`config.mk`:
```
export PLATFORM = sky130hd
export DESIGN_NAME = pp_select_accumulate_flat
export DESIGN_NICKNAME = d
export VERILOG_FILES = /design/src/rtl/pp_select_accumulate_if.sv /design/src/rtl/pp_select_accumulate.sv /design/src/flat_wrapper.sv
export SDC_FILE = /design/constraint.sdc
export NUM_CORES = 1
export LEC_CHECK = 0
export CAP_MARGIN = 30
export CORE_MARGIN = 3
export CORE_UTILIZATION = 58
export DETAILED_ROUTE_END_ITERATION = 6
export HOLD_SLACK_MARGIN = 0.03
export PLACE_DENSITY = 0.94
export SLEW_MARGIN = 20
export SYNTH_ARGS = -nofsm -noshare
export SYNTH_HDL_FRONTEND = slang
export SYNTH_SLANG_ARGS = --single-unit
```
`constraint.sdc`:
```
create_clock -name clk -period 22 [get_ports clk]
set_input_delay 4.4 -clock clk [delete_from_list [all_inputs] [get_ports clk]]
set_output_delay 4.4 -clock clk [all_outputs]
set_load 0.02 [all_outputs]
```
`src/rtl/pp_select_accumulate_if.sv`:
```
// pp_select_accumulate_if: operand, multiple-generator and product bus of the partial-product stage
interface pp_select_accumulate_if #(parameter int N_DIG = 4);
    localparam int W = 4 * N_DIG;
    localparam int MW = W + 4;
    logic            in_valid;
    logic            in_ready;
    logic [W-1:0]    x_bcd;
    logic [W-1:0]    y_bcd;
    logic [W-1:0]    x_bcd_o;
    logic [MW-1:0]   x1_4221;
    logic [MW-1:0]   x2_4221;
    logic [MW-1:0]   x3_4221;
    logic [MW-1:0]   x4_4221;
    logic [MW-1:0]   x5_4221;
    logic            out_valid;
    logic            out_ready;
    logic [2*W-1:0]  product_bcd;
    logic            bcd_err;
    modport master (
        output in_valid, x_bcd, y_bcd, x1_4221, x2_4221, x3_4221, x4_4221, x5_4221, out_ready,
        input  in_ready, x_bcd_o, out_valid, product_bcd, bcd_err
    );
    modport slave (
        input  in_valid, x_bcd, y_bcd, x1_4221, x2_4221, x3_4221, x4_4221, x5_4221, out_ready,
        output in_ready, x_bcd_o, out_valid, product_bcd, bcd_err
    );
endinterface

```
`src/rtl/pp_select_accumulate.sv`:
```
// pp_select_accumulate: digit-serial BCD partial-product select and accumulate stage
module pp_select_accumulate #(
    parameter int N_DIG = 4
) (
    input  logic clk,
    input  logic rst_n,
    pp_select_accumulate_if.slave bus
);
    localparam int W = 4 * N_DIG;
    localparam int MW = W + 4;
    localparam int CW = N_DIG > 1 ? $clog2(N_DIG) : 1;
    typedef enum logic [1:0] {IDLE, LOAD, ITER, DONE} state_t;
    state_t state, state_nx;
    logic [W-1:0] x_reg, y_reg, acc_hi, prod_lo;
    logic [MW-1:0] m1, m2, m3, m4, m5, ma, mb, s;
    logic [CW-1:0] cnt;
    logic [2*W-1:0] prod_q;
    logic err_q, ov_q, bad, ge5, last;
    logic [3:0] d, de, b;
    function automatic logic [MW-1:0] to_8421(input logic [MW-1:0] v);
        logic [MW-1:0] r;
        r = '0;
        for (int i = 0; i <= N_DIG; i++)
            r[4*i+:4] = {1'b0, v[4*i+3], 2'b00} + {2'b00, v[4*i+2], 1'b0}
                      + {2'b00, v[4*i+1], 1'b0} + {3'b000, v[4*i]};
        return r;
    endfunction
    // Final decimal carry is dropped: operands never overflow N_DIG+1 digits.
    function automatic logic [MW-1:0] bcd_add(input logic [MW-1:0] a, input logic [MW-1:0] c);
        logic [MW-1:0] r;
        logic [4:0] t;
        logic cy;
        r = '0;
        cy = 1'b0;
        for (int i = 0; i <= N_DIG; i++) begin
            t = {1'b0, a[4*i+:4]} + {1'b0, c[4*i+:4]} + {4'b0000, cy};
            cy = t > 5'd9;
            r[4*i+:4] = cy ? t[3:0] + 4'd6 : t[3:0];
        end
        return r;
    endfunction
    // Digit d recoded as a + b with a in {0,5}, b in {0..4}; invalid digits act as 0.
    always_comb begin
        d = y_reg[4*cnt+:4];
        bad = d > 4'd9;
        de = bad ? 4'd0 : d;
        ge5 = de >= 4'd5;
        b = ge5 ? de - 4'd5 : de;
        ma = ge5 ? m5 : '0;
        mb = b == 4'd1 ? m1 : b == 4'd2 ? m2 : b == 4'd3 ? m3 : b == 4'd4 ? m4 : '0;
        s = bcd_add({4'd0, acc_hi}, bcd_add(ma, mb));
        last = cnt == CW'(N_DIG - 1);
    end
    always_comb begin
        state_nx = state;
        case (state)
            IDLE:    state_nx = bus.in_valid ? LOAD : IDLE;
            LOAD:    state_nx = ITER;
            ITER:    state_nx = last ? DONE : ITER;
            default: state_nx = bus.out_ready ? IDLE : DONE;
        endcase
    end
    always_ff @(posedge clk or negedge rst_n) begin
        if (!rst_n) begin
            state <= IDLE;
            x_reg <= '0;
            y_reg <= '0;
            m1 <= '0;
            m2 <= '0;
            m3 <= '0;
            m4 <= '0;
            m5 <= '0;
            acc_hi <= '0;
            prod_lo <= '0;
            cnt <= '0;
            prod_q <= '0;
            err_q <= 1'b0;
            ov_q <= 1'b0;
        end else begin
            state <= state_nx;
            ov_q <= state_nx == DONE;
            case (state)
                IDLE: if (bus.in_valid) begin
                    x_reg <= bus.x_bcd;
                    y_reg <= bus.y_bcd;
                    acc_hi <= '0;
                    prod_lo <= '0;
                    err_q <= 1'b0;
                end
                LOAD: begin
                    m1 <= to_8421(bus.x1_4221);
                    m2 <= to_8421(bus.x2_4221);
                    m3 <= to_8421(bus.x3_4221);
                    m4 <= to_8421(bus.x4_4221);
                    m5 <= to_8421(bus.x5_4221);
                    cnt <= '0;
                end
                ITER: begin
                    acc_hi <= s[MW-1:4];
                    prod_lo <= {s[3:0], prod_lo[W-1:4]};
                    err_q <= err_q | bad;
                    cnt <= cnt + 1'b1;
                    if (last) prod_q <= {s, prod_lo[W-1:4]};
                end
                default: ;
            endcase
        end
    end
    assign bus.in_ready = state == IDLE;
    assign bus.out_valid = ov_q;
    assign bus.product_bcd = prod_q;
    assign bus.bcd_err = err_q;
    assign bus.x_bcd_o = x_reg;
endmodule
```
`src/flat_wrapper.sv`:
```
// flat-port wrapper written by rule: the top's interface ports become plain ports
module pp_select_accumulate_flat 
#(
    parameter int N_DIG = 4
)
  (clk, rst_n, bus_in_valid, bus_x_bcd, bus_y_bcd, bus_x1_4221, bus_x2_4221, bus_x3_4221, bus_x4_4221, bus_x5_4221, bus_out_ready, bus_in_ready, bus_x_bcd_o, bus_out_valid, bus_product_bcd, bus_bcd_err);
  pp_select_accumulate_if #(.N_DIG(N_DIG)) bus_i ();
  input  logic clk;
  input  logic rst_n;
  input wire logic [$bits(bus_i.in_valid)-1:0] bus_in_valid;
  input wire logic [$bits(bus_i.x_bcd)-1:0] bus_x_bcd;
  input wire logic [$bits(bus_i.y_bcd)-1:0] bus_y_bcd;
  input wire logic [$bits(bus_i.x1_4221)-1:0] bus_x1_4221;
  input wire logic [$bits(bus_i.x2_4221)-1:0] bus_x2_4221;
  input wire logic [$bits(bus_i.x3_4221)-1:0] bus_x3_4221;
  input wire logic [$bits(bus_i.x4_4221)-1:0] bus_x4_4221;
  input wire logic [$bits(bus_i.x5_4221)-1:0] bus_x5_4221;
  input wire logic [$bits(bus_i.out_ready)-1:0] bus_out_ready;
  output wire logic [$bits(bus_i.in_ready)-1:0] bus_in_ready;
  output wire logic [$bits(bus_i.x_bcd_o)-1:0] bus_x_bcd_o;
  output wire logic [$bits(bus_i.out_valid)-1:0] bus_out_valid;
  output wire logic [$bits(bus_i.product_bcd)-1:0] bus_product_bcd;
  output wire logic [$bits(bus_i.bcd_err)-1:0] bus_bcd_err;
  assign bus_i.in_valid = bus_in_valid;
  assign bus_i.x_bcd = bus_x_bcd;
  assign bus_i.y_bcd = bus_y_bcd;
  assign bus_i.x1_4221 = bus_x1_4221;
  assign bus_i.x2_4221 = bus_x2_4221;
  assign bus_i.x3_4221 = bus_x3_4221;
  assign bus_i.x4_4221 = bus_x4_4221;
  assign bus_i.x5_4221 = bus_x5_4221;
  assign bus_i.out_ready = bus_out_ready;
  assign bus_in_ready = bus_i.in_ready;
  assign bus_x_bcd_o = bus_i.x_bcd_o;
  assign bus_out_valid = bus_i.out_valid;
  assign bus_product_bcd = bus_i.product_bcd;
  assign bus_bcd_err = bus_i.bcd_err;
  pp_select_accumulate #(.N_DIG(N_DIG)) u_core (.clk(clk), .rst_n(rst_n), .bus(bus_i));
endmodule
```
* After elaboration in Yosys (flattened, before gate mapping)
Cells that the tools add are included.
** Cells by class
- Eq/ne operators :: 9
- Add/subtract/negate cells :: 104
- Order comparisons :: 12
- Bitwise gates (word level) :: 1
- Multiplexer cells :: 27
- Reduce and logical (&&, ||, !) cells :: 6
- Shift-type cells :: 1
** Operator list (count)
- adder 3 x 2 -> 4 bit :: 25
- adder 4 x 1 -> 4 bit :: 25
- adder 4 x 2 -> 4 bit :: 25
- 2-to-1 mux 20 bit :: 5
- one-hot mux 16 bit (2 select lines) :: 2
- > comparator 5 x 4 -> 1 bit (second input constant) :: 10
- 2-to-1 mux 4 bit :: 12
- adder 4 x 4 -> 5 bit :: 9
- adder 4 x 3 -> 4 bit (second input constant) :: 10
- adder 5 x 1 -> 5 bit :: 7
- 2-to-1 mux 16 bit :: 1
- indexed part select 16 x 5 -> 4 bit :: 1
- equality test 4 x 2 -> 1 bit (second input constant) :: 2
- equality test 2 bit (second input constant) :: 3
- one-hot mux 2 bit (3 select lines) :: 1
- AND reduction 2 bit :: 3
- adder 4 x 1 -> 5 bit :: 1
- equality test 4 x 1 -> 1 bit (second input constant) :: 1
- equality test 4 x 3 -> 1 bit (second input constant) :: 1
- greater-or-equal comparator 4 x 3 -> 1 bit (second input constant) :: 1
- > comparator 4 bit (second input constant) :: 1
- one-hot mux 2 bit (2 select lines) :: 1
- nonzero test 2 bit :: 2
- subtractor 4 x 3 -> 4 bit (second input constant) :: 1
- other kinds (8) :: 10
** Word-level totals
- Input bits :: 136
- Output and inout port bits :: 51
- Bits in registers :: 202
- Word-level logic and storage cells :: 174

* Logic depth before layout (Yosys ltp)
- Depth after elaboration :: 26
- Mapped depth :: 63
- Gate-level depth less buffers :: 61

* Worst setup path after synthesis
Ideal clock, no wire load.
- Path kind :: reg2reg
- From :: register u_core.cnt[0]
- To :: register u_core.prod_q[30], in the netlist u_core.bus.product_bcd[30]
- Period minus slack after synthesis :: 13.414 ns
- Cell stages (with the launch flop) :: 61
- Setup slack :: 8.586 ns
- Required time :: 21.866 ns
- Arrival time :: 13.279 ns
- Buffers on the path :: 2
- Cells stage by stage :: dfrtp_1 buf_6 mux4_2 o21ai_0 and2_1 inv_1 ha_1 inv_1 o21ai_0 nor2b_1 a21o_4 a21oi_1 buf_2 a22oi_1 o21ai_1 ha_1 inv_1 fa_1 [... 25 more ...] a221oi_1 fa_1 fa_1 xor2_1 ha_1 a21boi_0 a31oi_1 a311oi_1 inv_1 ha_1 ha_1 a311o_1 and2_1 ha_1 a211oi_1 a21oi_1 a211oi_1 o21ai_0
** On the way
- Cells in the longest elaborated chain, start to end :: 25
- Elaborated cells between the ends (all ways) :: 56
** Ends and longest elaborated chain
- start: declaration :: RTL line pp_select_accumulate.sv:16 : logic [CW-1:0] cnt;
- start signal: assignment :: RTL line pp_select_accumulate.sv:102 : cnt <= cnt + 1'b1;
- indexed part select 16 x 5 -> 4 bit :: RTL line pp_select_accumulate.sv:44 : d = y_reg[4*cnt+:4];
- > comparator 4 bit :: RTL line pp_select_accumulate.sv:45 : bad = d > 4'd9;
- 2-to-1 mux 4 bit :: RTL line pp_select_accumulate.sv:46 : de = bad ? 4'd0 : d;
- subtractor 4 x 3 -> 4 bit or greater-or-equal comparator 4 x 3 -> 1 bit (tied branches) :: RTL line pp_select_accumulate.sv:48, pp_select_accumulate.sv:47
- 2-to-1 mux 4 bit :: RTL line pp_select_accumulate.sv:48 : b = ge5 ? de - 4'd5 : de;
- equality test 4 x 3 -> 1 bit :: RTL line pp_select_accumulate.sv:50 : mb = b == 4'd1 ? m1 : b == 4'd2 ? m2 : b == 4'd3 ? m3 : b == 4'd4 ? m4 : '0;
- 2-to-1 mux 20 bit (4 in a row) :: RTL line pp_select_accumulate.sv:50
- adder 4 x 4 -> 5 bit :: RTL line pp_select_accumulate.sv:36 : t = {1'b0, a[4*i+:4]} + {1'b0, c[4*i+:4]} + {4'b0000, cy};
- [... 6 more ...]
- adder 4 x 3 -> 4 bit, or another cell as far along :: RTL line pp_select_accumulate.sv:38 : r[4*i+:4] = cy ? t[3:0] + 4'd6 : t[3:0];
- 2-to-1 mux 4 bit or adder 5 x 1 -> 5 bit (tied branches) :: RTL line pp_select_accumulate.sv:38, pp_select_accumulate.sv:36
- adder 4 x 4 -> 5 bit or > comparator 5 x 4 -> 1 bit (tied branches) :: RTL line pp_select_accumulate.sv:36, pp_select_accumulate.sv:37
- adder 5 x 1 -> 5 bit :: RTL line pp_select_accumulate.sv:36
- > comparator 5 x 4 -> 1 bit :: RTL line pp_select_accumulate.sv:37 : cy = t > 5'd9;
- adder 4 x 1 -> 5 bit :: RTL line pp_select_accumulate.sv:36
- adder 4 x 3 -> 4 bit or > comparator 5 x 4 -> 1 bit (tied branches) :: RTL line pp_select_accumulate.sv:38, pp_select_accumulate.sv:37
- 2-to-1 mux 4 bit :: RTL line pp_select_accumulate.sv:38
- end signal: assignment :: RTL line pp_select_accumulate.sv:103 : if (last) prod_q <= {s, prod_lo[W-1:4]};
- end: declaration :: RTL line pp_select_accumulate.sv:17 : logic [2*W-1:0] prod_q;
Parallel ways exist; a longest one is shown, timed or not.
A chain may end at the register's enable or synchronous reset.

* Worst setup path in the final report
Ends and elaborated chain as after synthesis.

==> impl_metrics.tcl <==
set metrics [dict create \
    ant_nets 0 \
    final.min_clock_period_ps 16540 \
    hp-start "u_core.bus.product_bcd[27]$_DFFE_PN0P_" \
    required_ps 22300 \
    die-area_mm2 0.0208 \
    multiInputGateArea_mm2 0.00584 \
    ioPinCount 187 \
    drive_gt1_share_pct 19.0 \
    core_region_area_mm2 0.0184 \
    yosys.cell_types.count 56 \
    num_rows 49 \
    layout.nets 1349 \
    r2r-start "u_core.cnt[0]$_DFFE_PN0N_" \
    regArea_mm2 0.00495 \
    synthFlopType "dfrtp_1" \
    grt-ovfl-total 0 \
    period_share_pct 75.2 \
    drc 0 \
    clk_pin_slew_ps 70 \
    ff2ff_path_depth 58 \
    synth.net_count 1173 \
    worstSetupEndpointType "flop" \
    first_pass_iters 5 \
    viasPerCell 5.84 \
    placed_area_mm2 0.0131 \
    syn_area_per_cell_um2 12.1 \
    crit_fanout 22 \
    synth_edf_count 0 \
    wl_met3_mm 1.08 \
    drt-wirelength-per-cell_um 19.2 \
    async_reset_ff_share_pct 100 \
    final_common_cell "dfrtp_1" \
    wl_met1_mm 11.1 \
    cp.arrival_ps 16840 \
    holdPathStages 2 \
    ff2ff_setup_slack_ps 5460 \
    dp_cells 1304 \
    grt_pass1_wl_mm 42.2 \
    yosysWarnings 0 \
    cts-root-buf "clkbuf_16" \
    tightest_slew_ps 943 \
    wl_mm 25.8 \
    cts-resized-gates 0 \
    largest_reg_flops 32 \
    syn2layout_area_growth_pct 24.2 \
    gp_congestion 0.885 \
    reg2reg_to "u_core.bus.product_bcd[30]$_DFFE_PN0P_" \
    top_layer "met4" \
    rsz0062_at_grt "false" \
    grt_pass1_vias 8364 \
    cp_common_cell "ha_1" \
    h-tree-depth 4 \
    cts_tree "done" \
    numCtsBuffers 17 \
    slew_headroom_pct 37.2 \
    cpPeakStageDelay_ps 660 \
    cpMaxStageDelayCell "a221oi_1" \
    final_core_util_pct 75.0 \
    io_buffers 186 \
    layout_common_cells "dfrtp_1 (198), clkdlybuf4s50_1 (185), mux2_2 (154)" \
    crit_type "reg2reg" \
    start_util_pct 60.4 \
    ys_ff_latch 198 \
    design_area_mm2 0.0138 \
    antenna_found_initial 2 \
    nFillCells 1168 \
    hpwl_mm 18.7 \
    hold_violations 0 \
    post_cts_buffers 0 \
    synthCells 919 \
    fin_cells 1340 \
    skew_ps 8.19 \
    crit_path_start_kind "flop" \
    clockBufferDepth 2 \
    setup_viol 0 \
    finalSetupTns_ps 0 \
    yosysSeqAreaShare_pct 44.6 \
    status "finished, final reports clean" \
    grt_use_total_pct 25.9 \
    holdPathEnd "u_core.bus.product_bcd[27]$_DFFE_PN0P_" \
    vias 7824 \
    hold_buffers 0 \
    clock.fmax_mhz 60.5 \
    startpoint "u_core.cnt[0]$_DFFE_PN0N_" \
    fp.dieW_um 144 \
    final-max-slew-violation-count 0 \
    maxCapViolations 0 \
    synth_area_mm2 0.0111 \
    hold_class "reg2reg" \
    clock-sinks 198 \
    drt-initial-drc-count 547 \
    fp.dieH_um 144 \
    grt_max_degree 85 \
    wl_met2_mm 12.8 \
    clk_latency_ps 440 \
]
-- metal layers --
| layer | track usage, % | vias up |
|---|---|---|
| li1 | - | 3642 |
| met5 | 0 | - |
| met2 | 43.3 | 222 |
| met4 | 9.08 | 0 |
| met1 | 34.1 | 3902 |
| met3 | 4.73 | 58 |
-- Yosys cell counts (16+ instances only) --
cell / n / area share (%)
fa_1: 16 / 2.9
o21ai_1: 16 / 0.72
o21ai_0: 48 / 2.2
nand2_1: 64 / 2.2
inv_1: 39 / 1.3
xnor2_1: 24 / 1.9
nor2_1: 20 / 0.68
mux2_2: 154 / 16
a22oi_1: 17 / 1.1
and2_1: 24 / 1.4
a21oi_1: 21 / 0.95
clkbuf_1: 27 / 0.91
mux2i_1: 31 / 2.8
dfrtp_1: 198 / 45
ha_1: 102 / 11
-- worst max-delay path, delay by kind of cell, from the launching register on --
family | cells | cell delay (ps)
AOI/OAI and AO/OA | 23 | 7500
xor gates and xnor gates | 6 | 1780
adders and majority gates | 17 | 4690
buffers and inverters | 8 | 720
DFF | 1 | 540
muxes | 1 | 610
and+or+nand+nor | 3 | 560
-- final cells by class --
cell class / instances / area share (%)
Antenna cell: 3 / 0.0544
Inverter: 39 / 1.06
Sequential cell: 198 / 35.9
Tap cell: 229 / 2.08
Timing Repair Buffer: 194 / 14.0
Clock buffer: 20 / 3.24
Clock inverter: 12 / 1.36
Multi-Input combinational cell: 645 / 42.3
-- how the worst max path moves through the flow --
stage,slack [ps],to,cells after the start
2_1_floorplan,8590,u_core.bus.product_bcd[30]$_DFFE_PN0P_,60
3_3_place_gp,6810,u_core.bus.product_bcd[30]$_DFFE_PN0P_,58
3_5_place_dp,5800,u_core.acc_hi[14]$_DFFE_PN0P_,58
4_1_cts,5570,u_core.bus.product_bcd[30]$_DFFE_PN0P_,58
5_1_grt,4160,u_core.bus.product_bcd[30]$_DFFE_PN0P_,58
6_report,5460,u_core.bus.product_bcd[30]$_DFFE_PN0P_,58
-- per-stage QoR --
step                hold slack (ps)  worst slack, ps
CTS                             486             5570
finish                          477             5460
detailed placement              470             5800
global route                    517             4160
floorplan                       446             8590
global placement                460             6810
-- cells by family after synthesis --
kind of cell	Yosys count	share of synthesized area (%)
mux	189	19.2
simple gates	146	6.37
fa+ha+maj	118	14.4
xor+xnor	32	2.65
buf+inv	76	3.11
flops	198	44.6
compound gates	160	9.67
Power is left out: the tool's default activity adds up to more than one toggle a clock period on the data nets, which glitch-free logic cannot reach.
